### config.mk
export PLATFORM = sky130hd
export DESIGN_NAME = inv_share_scheduler
export DESIGN_NICKNAME = d
export VERILOG_FILES = /design/src/rtl/inv_share_scheduler_pkg.sv /design/src/rtl/inv_share_scheduler_rr_arbiter.sv /design/src/rtl/inv_share_scheduler.sv
export SDC_FILE = /design/constraint.sdc
export NUM_CORES = 1
export LEC_CHECK = 0
export CORE_AREA = 10 10 121 101
export CTS_CLUSTER_SIZE = 30
export DETAILED_ROUTE_END_ITERATION = 7
export DIE_AREA = 0 0 131 111
export HOLD_SLACK_MARGIN = 0.05
export PLACE_DENSITY = 0.84
export SLEW_MARGIN = 20
export SYNTH_ARGS = -nofsm -noshare
export SYNTH_HDL_FRONTEND = slang
export SYNTH_SLANG_ARGS = --single-unit
### constraint.sdc
create_clock -name CLK -period 5.45 [get_ports CLK]
set_input_delay 0.8175 -clock CLK [delete_from_list [all_inputs] [get_ports CLK]]
set_output_delay 0.8175 -clock CLK [all_outputs]
set_load 0.03 [all_outputs]
### src/rtl/inv_share_scheduler_pkg.sv
// -----------------------------------------------------------------------------
// inv_share_scheduler_pkg
// Shared constants and helpers for the masked-inversion scheduler.
//   SHARE_W : width of one Boolean share (GF(2^8) element)
//   RND_W   : fresh randomness consumed per inversion operation
//   wrap_inc: modulo-n increment used for the round-robin pointer
// -----------------------------------------------------------------------------
package inv_share_scheduler_pkg;

  localparam int SHARE_W = 8;
  localparam int RND_W   = 64;

  function automatic int wrap_inc(input int i, input int n);
    return (i + 1 >= n) ? 0 : i + 1;
  endfunction

endpackage

### src/rtl/inv_share_scheduler_rr_arbiter.sv
// -----------------------------------------------------------------------------
// rr_arbiter
// Round-robin arbiter with a rotating priority pointer. Searches from the
// pointer upward (wrapping) for the first active request and grants it when
// en is high. After a grant the pointer moves one past the winner; otherwise
// it holds. No grant is ever produced while RST is high.
//   CLK, RST : clock, synchronous active-high reset (pointer -> 0)
//   req      : per-requester request vector
//   en       : grant enable (a fresh random word is available)
//   gnt      : one-hot grant (all zero when nothing is granted)
//   gnt_id   : index of the selected requester (meaningful when |gnt)
// -----------------------------------------------------------------------------
module rr_arbiter
  import inv_share_scheduler_pkg::*;
#(
  parameter int N   = 4,
  parameter int IDW = $clog2(N)
) (
  input  logic           CLK,
  input  logic           RST,
  input  logic [N-1:0]   req,
  input  logic           en,
  output logic [N-1:0]   gnt,
  output logic [IDW-1:0] gnt_id
);

  logic [IDW-1:0] r_ptr;
  logic           w_found;
  logic           w_grant;
  logic [IDW-1:0] w_sel;
  logic [IDW-1:0] w_lane;
  int             w_idx;

  // First active request at or after the pointer, with wrap-around.
  always_comb begin
    w_found = 1'b0;
    w_sel   = r_ptr;
    w_idx   = 0;
    w_lane  = '0;
    for (int j = 0; j < N; j++) begin
      w_idx = int'(r_ptr) + j;
      if (w_idx >= N) w_idx = w_idx - N;
      w_lane = IDW'(w_idx);
      if (!w_found && req[w_lane]) begin
        w_found = 1'b1;
        w_sel   = w_lane;
      end
    end
  end

  assign w_grant = w_found & en & ~RST;
  assign gnt     = w_grant ? (N'(1) << w_sel) : '0;
  assign gnt_id  = w_sel;

  always_ff @(posedge CLK) begin
    if (RST) begin
      r_ptr <= '0;
    end else if (w_grant) begin
      r_ptr <= IDW'(wrap_inc(int'(w_sel), N));
    end
  end

endmodule

### src/rtl/inv_share_scheduler.sv
// -----------------------------------------------------------------------------
// inv_share_scheduler
// Shares one two-share-in / four-share-out masked GF(2^8) inversion core
// among N requesters. A round-robin arbiter picks one requester per cycle
// (only when a fresh random word is available), its shares and the random
// word are registered into the core, and a {valid,id} shift register follows
// each operation through the core's fixed LAT-stage pipeline so the result
// shares come back tagged with the owning requester.
//   CLK, RST            : clock, synchronous active-high reset
//   req_valid/req_ready : per-lane request / one-hot grant
//   req_in0, req_in1    : per-lane Boolean shares, lane i at [8i+7:8i]
//   rnd/rnd_valid/ready : fresh randomness handshake (consumed only on issue)
//   inv_in0/1, inv_r    : registered shares and randomness to the core
//   inv_out0..3         : core output shares
//   resp_valid/resp_id  : result strobe and owning requester
//   resp_out0..3        : result shares, zero when resp_valid is low
//   idle                : nothing in flight and nothing issuing this cycle
// -----------------------------------------------------------------------------
module inv_share_scheduler
  import inv_share_scheduler_pkg::*;
#(
  parameter int N   = 4,
  parameter int LAT = 2,
  parameter int IDW = $clog2(N)
) (
  input  logic                 CLK,
  input  logic                 RST,
  input  logic [N-1:0]         req_valid,
  input  logic [SHARE_W*N-1:0] req_in0,
  input  logic [SHARE_W*N-1:0] req_in1,
  output logic [N-1:0]         req_ready,
  input  logic [RND_W-1:0]     rnd,
  input  logic                 rnd_valid,
  output logic                 rnd_ready,
  output logic [SHARE_W-1:0]   inv_in0,
  output logic [SHARE_W-1:0]   inv_in1,
  output logic [RND_W-1:0]     inv_r,
  input  logic [SHARE_W-1:0]   inv_out0,
  input  logic [SHARE_W-1:0]   inv_out1,
  input  logic [SHARE_W-1:0]   inv_out2,
  input  logic [SHARE_W-1:0]   inv_out3,
  output logic                 resp_valid,
  output logic [IDW-1:0]       resp_id,
  output logic [SHARE_W-1:0]   resp_out0,
  output logic [SHARE_W-1:0]   resp_out1,
  output logic [SHARE_W-1:0]   resp_out2,
  output logic [SHARE_W-1:0]   resp_out3,
  output logic                 idle
);

  logic [N-1:0]         w_gnt;
  logic [IDW-1:0]       w_gnt_id;
  logic                 w_issue;
  logic [SHARE_W-1:0]   w_mux0;
  logic [SHARE_W-1:0]   w_mux1;

  logic [SHARE_W-1:0]   r_inv_in0_p0;
  logic [SHARE_W-1:0]   r_inv_in1_p0;
  logic [RND_W-1:0]     r_inv_r_p0;
  logic [LAT:0]         r_trk_vld;
  logic [IDW-1:0]       r_trk_id [LAT+1];

  rr_arbiter #(
    .N   (N),
    .IDW (IDW)
  ) u_arb (
    .CLK    (CLK),
    .RST    (RST),
    .req    (req_valid),
    .en     (rnd_valid),
    .gnt    (w_gnt),
    .gnt_id (w_gnt_id)
  );

  assign w_issue   = |w_gnt;
  assign req_ready = w_gnt;
  assign rnd_ready = w_issue;

  // Separate one-hot AND-OR muxes per share: the in0 and in1 paths never
  // meet, so the two shares are never combined inside this block.
  always_comb begin
    w_mux0 = '0;
    w_mux1 = '0;
    for (int i = 0; i < N; i++) begin
      w_mux0 = w_mux0 | (req_in0[SHARE_W*i +: SHARE_W] & {SHARE_W{w_gnt[i]}});
      w_mux1 = w_mux1 | (req_in1[SHARE_W*i +: SHARE_W] & {SHARE_W{w_gnt[i]}});
    end
  end

  // Stage p0: issue register. Loads zero on every non-issue cycle so the core
  // never sees stale shares or a reused random word.
  always_ff @(posedge CLK) begin
    if (RST) begin
      r_inv_in0_p0 <= '0;
      r_inv_in1_p0 <= '0;
      r_inv_r_p0   <= '0;
    end else begin
      r_inv_in0_p0 <= w_mux0;
      r_inv_in1_p0 <= w_mux1;
      r_inv_r_p0   <= rnd & {RND_W{w_issue}};
    end
  end

  assign inv_in0 = r_inv_in0_p0;
  assign inv_in1 = r_inv_in1_p0;
  assign inv_r   = r_inv_r_p0;

  // Tracking: entry j is valid during the (j+1)-th cycle after issue, so the
  // last entry lines up with the core output LAT cycles after the issue stage.
  always_ff @(posedge CLK) begin
    if (RST) begin
      r_trk_vld <= '0;
    end else begin
      r_trk_vld[0] <= w_issue;
      for (int j = 1; j <= LAT; j++) begin
        r_trk_vld[j] <= r_trk_vld[j-1];
      end
    end
  end

  always_ff @(posedge CLK) begin
    r_trk_id[0] <= w_gnt_id;
    for (int j = 1; j <= LAT; j++) begin
      r_trk_id[j] <= r_trk_id[j-1];
    end
  end

  assign resp_valid = r_trk_vld[LAT];
  assign resp_id    = r_trk_id[LAT] & {IDW{resp_valid}};
  assign resp_out0  = inv_out0 & {SHARE_W{resp_valid}};
  assign resp_out1  = inv_out1 & {SHARE_W{resp_valid}};
  assign resp_out2  = inv_out2 & {SHARE_W{resp_valid}};
  assign resp_out3  = inv_out3 & {SHARE_W{resp_valid}};
  assign idle       = ~(|r_trk_vld) & ~w_issue;

endmodule

### Yosys cells after proc, flatten, opt, wreduce, memory -nomap -nowiden

Memories as Yosys holds them, arrays and structs flattened.
Cells that the tools add are included.

* register bits after elaboration: 85
* memory bits (writable): 6
* output and inout bits: 121
* logic and storage cells: 80
* memories kept: 1

* add/subtract/negate cells: 8
* order comparisons: 9
* shifts and indexed selects: 1
* muxes and demuxes: 22
* bitwise logic cells: 26
* reduce and logical (&&, ||, !) cells: 8

Memory list
* r_trk_id: depth 3, bits a word 2, rd ports 3, clocked after Yosys merged registers in 0, write ports 3, RTL line inv_share_scheduler.sv:61 `logic [IDW-1:0] r_trk_id [LAT+1];`

Operators with widths (count)
* 8-bit bitwise AND: 12
* 64-bit bitwise AND: 1
* 8-bit OR: 6
* 2-bit 2-to-1 mux: 9
* 3-bit >= comparator, second input constant: 4
* 2-bit by 3-bit < comparator with 1-bit output, second input constant: 4
* 1-bit binary-select mux with 2-bit select: 4
* 1-bit 2-to-1 mux: 8
* 2-bit by 1-bit subtractor with 2-bit output, second input constant: 4
* 2-bit by 1-bit adder with 3-bit output, second input constant: 2
* 2-bit by 2-bit adder with 3-bit output, second input constant: 2
* 4-bit 2-to-1 mux: 1
* 4-bit OR reduction: 1
* 1-bit by 2-bit << shifter with 4-bit output, first input constant: 1
* 1-bit bitwise AND: 3
* 2-bit by 3-bit >= comparator with 1-bit output, second input constant: 1
* 1-bit logical AND: 3
* 1-bit zero test: 3
* 1-bit inverter: 3
* 3-bit OR reduction: 1
* 2-bit bitwise AND: 1

### Logic depth before layout (Yosys ltp)

Gate-level depths: netlist of the first run.

* word-level depth: 21
* depth in mapped cells: 12
* gate-level depth less buffers: 8

### Hierarchy

A second synthesis of the first run with hierarchy kept.

* cells, all modules: 306
* area total of the unflattened synthesis: 3290.7 µm²

By module, submodules not included
* inv_share_scheduler: instances 1, cells each 268, area each 2976.6 µm², seq. area each 1781.7 µm²
* rr_arbiter: instances 1, cells each 38, area each 314.1 µm², seq. area each 40.0 µm²

### Worst setup path before layout of the first run

No wires, ideal clock.

* kind: input to output
* start: in req_valid[2]
* end: out idle
* arrival time: 3318 ps
* required time: 4633 ps
* path slack: 1314 ps
* stages: 10
* path buffers: 2
* cell sequence: a21bo_2 a21oi_1 a221oi_1 inv_1 ha_1 clkbuf_1 inv_1 a41oi_4 buf_2 nor4_1

* elaborated cells on any way between the ends: 29
* those cells by class: 1 x shift; 17 x mux; 4 x bitwise; 7 x reduce/logical

RTL lines
* start: declaration: RTL line inv_share_scheduler.sv:28 `input logic [N-1:0] req_valid,`
* 1-bit binary-select mux with 2-bit select: RTL line inv_share_scheduler_rr_arbiter.sv:44 `if (!w_found && req[w_lane]) begin`
* 1-bit 2-to-1 mux (not written as such): RTL line inv_share_scheduler_rr_arbiter.sv:44
* 1-bit 2-to-1 mux: RTL line inv_share_scheduler_rr_arbiter.sv:44
* 1-bit zero test: RTL line inv_share_scheduler_rr_arbiter.sv:44
* 1-bit logical AND: RTL line inv_share_scheduler_rr_arbiter.sv:44
* 1-bit 2-to-1 mux: RTL line inv_share_scheduler_rr_arbiter.sv:44
* 1-bit zero test: RTL line inv_share_scheduler_rr_arbiter.sv:44
* 1-bit logical AND: RTL line inv_share_scheduler_rr_arbiter.sv:44
* [3 not listed]
* 2-bit 2-to-1 mux (*): RTL line inv_share_scheduler_rr_arbiter.sv:44
* net u_arb.gnt_id[0]: RTL line inv_share_scheduler_rr_arbiter.sv:24 `output logic [IDW-1:0] gnt_id`
* 1-bit by 2-bit << shifter with 4-bit output (*): RTL line inv_share_scheduler_rr_arbiter.sv:52 `assign gnt = w_grant ? (N'(1) << w_sel) : '0;`
* 4-bit 2-to-1 mux (*): RTL line inv_share_scheduler_rr_arbiter.sv:52
* 4-bit OR reduction (*): RTL line inv_share_scheduler.sv:75 `assign w_issue = |w_gnt;`
* net rnd_ready: RTL line inv_share_scheduler.sv:34 `output logic rnd_ready,`
* 1-bit inverter (*): RTL line inv_share_scheduler.sv:134 `assign idle = ~(|r_trk_vld) & ~w_issue;`
* 1-bit bitwise AND (*): RTL line inv_share_scheduler.sv:134
* end: declaration: RTL line inv_share_scheduler.sv:48 `output logic idle`

Mark *: on every way through the listed nets, which the timed path passes. The rest lies on a longest branch. The select of a mux whose other input is x is not followed.

### Worst setup path in the final report of the first run

* start: in req_valid[3]
* end: out idle

* elaborated cells on any way between the ends: 29
* those cells by class: 1 x shift; 17 x mux; 4 x bitwise; 7 x reduce/logical

RTL lines (RTL line)
* 1-bit binary-select mux with 2-bit select: inv_share_scheduler_rr_arbiter.sv:44
* 1-bit 2-to-1 mux (not written as such): inv_share_scheduler_rr_arbiter.sv:44
* 1-bit 2-to-1 mux: inv_share_scheduler_rr_arbiter.sv:44
* 1-bit zero test: inv_share_scheduler_rr_arbiter.sv:44
* 1-bit logical AND: inv_share_scheduler_rr_arbiter.sv:44
* 1-bit 2-to-1 mux: inv_share_scheduler_rr_arbiter.sv:44
* 1-bit zero test: inv_share_scheduler_rr_arbiter.sv:44
* 1-bit logical AND: inv_share_scheduler_rr_arbiter.sv:44
* [2 not listed]
* 1-bit logical AND: inv_share_scheduler_rr_arbiter.sv:44
* 2-bit 2-to-1 mux (*): inv_share_scheduler_rr_arbiter.sv:44
* net u_arb.gnt_id[0]: inv_share_scheduler_rr_arbiter.sv:24
* 1-bit by 2-bit << shifter with 4-bit output (*): inv_share_scheduler_rr_arbiter.sv:52
* 4-bit 2-to-1 mux (*): inv_share_scheduler_rr_arbiter.sv:52
* 4-bit OR reduction (*): inv_share_scheduler.sv:75
* 1-bit inverter (*): inv_share_scheduler.sv:134
* 1-bit bitwise AND (*): inv_share_scheduler.sv:134

Marks and branches as above.

==> results of run 1 <==
-- final cells by class --
class	count	area, um2
Sequential cell	91	1820
Fill cell	829	3570
Multi-Input combinational cell	179	1190
Clock inverter	6	48.8
Tap cell	140	175
Antenna cell	1	2.50
Inverter	9	33.8
Clock buffer	9	225
Timing Repair Buffer	288	2880
-- worst max-delay path: stages --
cell and delay (ns):
clkdlybuf4s50_1 0.58, nand2b_1 0.16, o21ai_0 0.08, a221oi_1 0.67
inv_1 0.18, ha_1 0.48, inv_1 0.24, a41oi_4 0.13
nor4_1 0.21, clkdlybuf4s50_1 0.73
-- cell usage after synthesis (2+ instances only) --
| library cell | n | area [um2] |
|---|---|---|
| a21oi_1 | 20 | 100 |
| a22oi_1 | 32 | 240 |
| and2_1 | 98 | 613 |
| buf_2 | 3 | 15.0 |
| buf_6 | 5 | 56.3 |
| clkbuf_1 | 12 | 45.0 |
| dfxtp_1 | 91 | 1820 |
| ha_1 | 4 | 50.1 |
| inv_1 | 9 | 33.8 |
| nand3b_1 | 2 | 15.0 |
| nor2_1 | 7 | 26.3 |
| nor2b_1 | 2 | 12.5 |
| o21ai_0 | 3 | 15.0 |
| o22ai_1 | 2 | 12.5 |
-- registers in the layout, summed over array words and instances (netlist names) --
signal	count
u_arb.r_ptr	2
inv_r	64
r_trk_id	6
r_trk_vld	3
inv_in1	8
inv_in0	8
-- path summary, 6_finish.rpt --
kind / startpoint / end / slack [ns] / depth (start not counted)
setup reg to reg: u_arb.r_ptr[1]$_SDFFE_PP0N_ / inv_r[4]$_SDFF_PP0_ / 2.07 / 8
hold reg to reg: r_trk_id[0][3]$_DFF_P_ / r_trk_id[0][5]$_DFF_P_ / 0.33 / 0
hold / removal: r_trk_id[0][3]$_DFF_P_ / r_trk_id[0][5]$_DFF_P_ / 0.33 / 0
setup / recovery: req_valid[3] / idle / 0.34 / 10
-- power by group through the flow --
stage	clock, mW	combinational [mW]	sequential [mW]
4_1_cts	0.585	0.481	0.737
6_report	0.566	0.478	0.737
3_5_place_dp	0	0.479	0.752
2_1_floorplan	0	0.147	0.832
5_1_grt	0.613	0.506	0.742
3_3_place_gp	0	0.467	0.750
-- layer usage --
metal  vias to the layer above  GRT usage
met1                      1481      0.149
met4                         0     0.0674
met3                        22     0.0894
met2                       210      0.337
li1                       1543          -
met5                         -          0
-- cell families (layout without fill, tap and decap cells) --
group           count (synthesis)  count (layout)  synth area share
simple gates                  113             113             0.224
flops                          91              91             0.575
compound gates                 62              62             0.136
buf+inv                        30             312            0.0486
fa+ha+maj                       4               4            0.0158
other cells                     0               1                 0
==> results.yml, run 1 <==
synth:
  synth_area_um2: 3170
  ys_warn_count: 0
  yosysSeqAreaShare: 0.575
  synthCells: 300
  syn_area_per_cell_um2: 10.6
  synth.net_count: 471
  ys_types: 24
  synth-seq-cells: 91
  synth_edf_count: 0
  async_flop_share: 0
  ys.flop_type: "dfxtp_1"
timing:
  period_share: 0.937
  finalCriticalPeriod_ns: 5.11
  setup_tns_ns: 0
  clock_skew_ns: 0.0125
  max_freq_mhz: 196
  setup_ws_ns: 0.341
  timing.final.hold_violations: 0
  rsz0062_at_grt: "no"
  whs_ns: 0.327
  finalSetupViolCount: 0
  worst_pin_slew_ns: 0.822
  slew_headroom: 0.451
  slew_viol_final: 0
finish:
  area_delta_synth_final_pct: 101
  fin_util: 0.641
  design_area_um2: 6380
  layout_common_cells: "clkdlybuf4s50_1 (286), and2_1 (98), dfxtp_1 (91)"
  drive_gt1_frac: 0.0361
  final_common_cell: "clkdlybuf4s50_1"
  fin_cells: 723
  fin_nets: 749
worst_setup_path:
  cp_max_fo: 17
  cp-start-kind: "input port"
  crit_type: "input port to primary output"
  critPathCaptureType: "primary output"
  critPathRequiredTime_ns: 4.63
  worstPathArrival_ns: 4.29
min_path:
  hold_class: "flop to flop"
clock_network:
  clockBufferDepth: 2
  cts_max_level: 3
  clock_latency_ns: 0.33
  clock_sinks: 91
  ctsResizeCount: 0
  post-cts-setup-buffer-count: 0
  cts_inserted_buffers: 9
  clk_pin_slew_ns: 0.06
  cts_tree: "built"
  cts_hold_buf: 0
  cts-root-buf: "clkbuf_16"
routing:
  dr_wl_met2_um: 7330
  drt_iter0_markers: 129
  routedWlPerCell_um: 19.0
  wl_met3_um: 1810
  top_layer: "met4"
  route.vias.total: 3256
  routed_via_density: 4.50
  met1Wirelength_um: 4250
  drcViolationCount: 0
  drtAntennaViolNets: 0
  drt-pass1-iter-count: 5
  wl_um: 13700
floorplanning:
  io_pins: 288
  die_w_um: 131
  die-area_um2: 14500
  rows: 33
  die_height_um: 111
  initial_core_util: 0.318
  coreArea_um2: 9950
place:
  pre_cts_slack_ns: 0.387
  portBuffers: 287
  dp.cells: 707
  routabilityCongestion: 0.832
  dp_hpwl_um: 11600
  placed_cell_area_um2: 6100
global_route:
  grt_max_degree: 66
  grt_pass1_vias: 3504
  antenna_found_initial: 1
  track_usage: 0.177
  grt_pass1_wl_um: 19800
  gr-total-overflow: 0
pwr:
  power_density_nw_per_um2: 279
  clkPwrFrac: 0.318
  p_total_mw: 1.78
  p_sw_mw: 0.510
  p_leak_nw: 2.43
  pwr-share-seq: 0.414
  peakVddDrop_mv: 0.166
  swShare: 0.287
  p_int_mw: 1.27
  pwr-share-comb: 0.269
run_status:
  outcome: "finished clean"
run:
  cap_violations: 0
Power figures use the tool's default switching activity.
==> run 2, diff against run 1 <==
- GPL_ROUTABILITY_DRIVEN: default -> 0
==> results of run 2 <==
Final layout, timing and power as in run 1 (identical DEF).
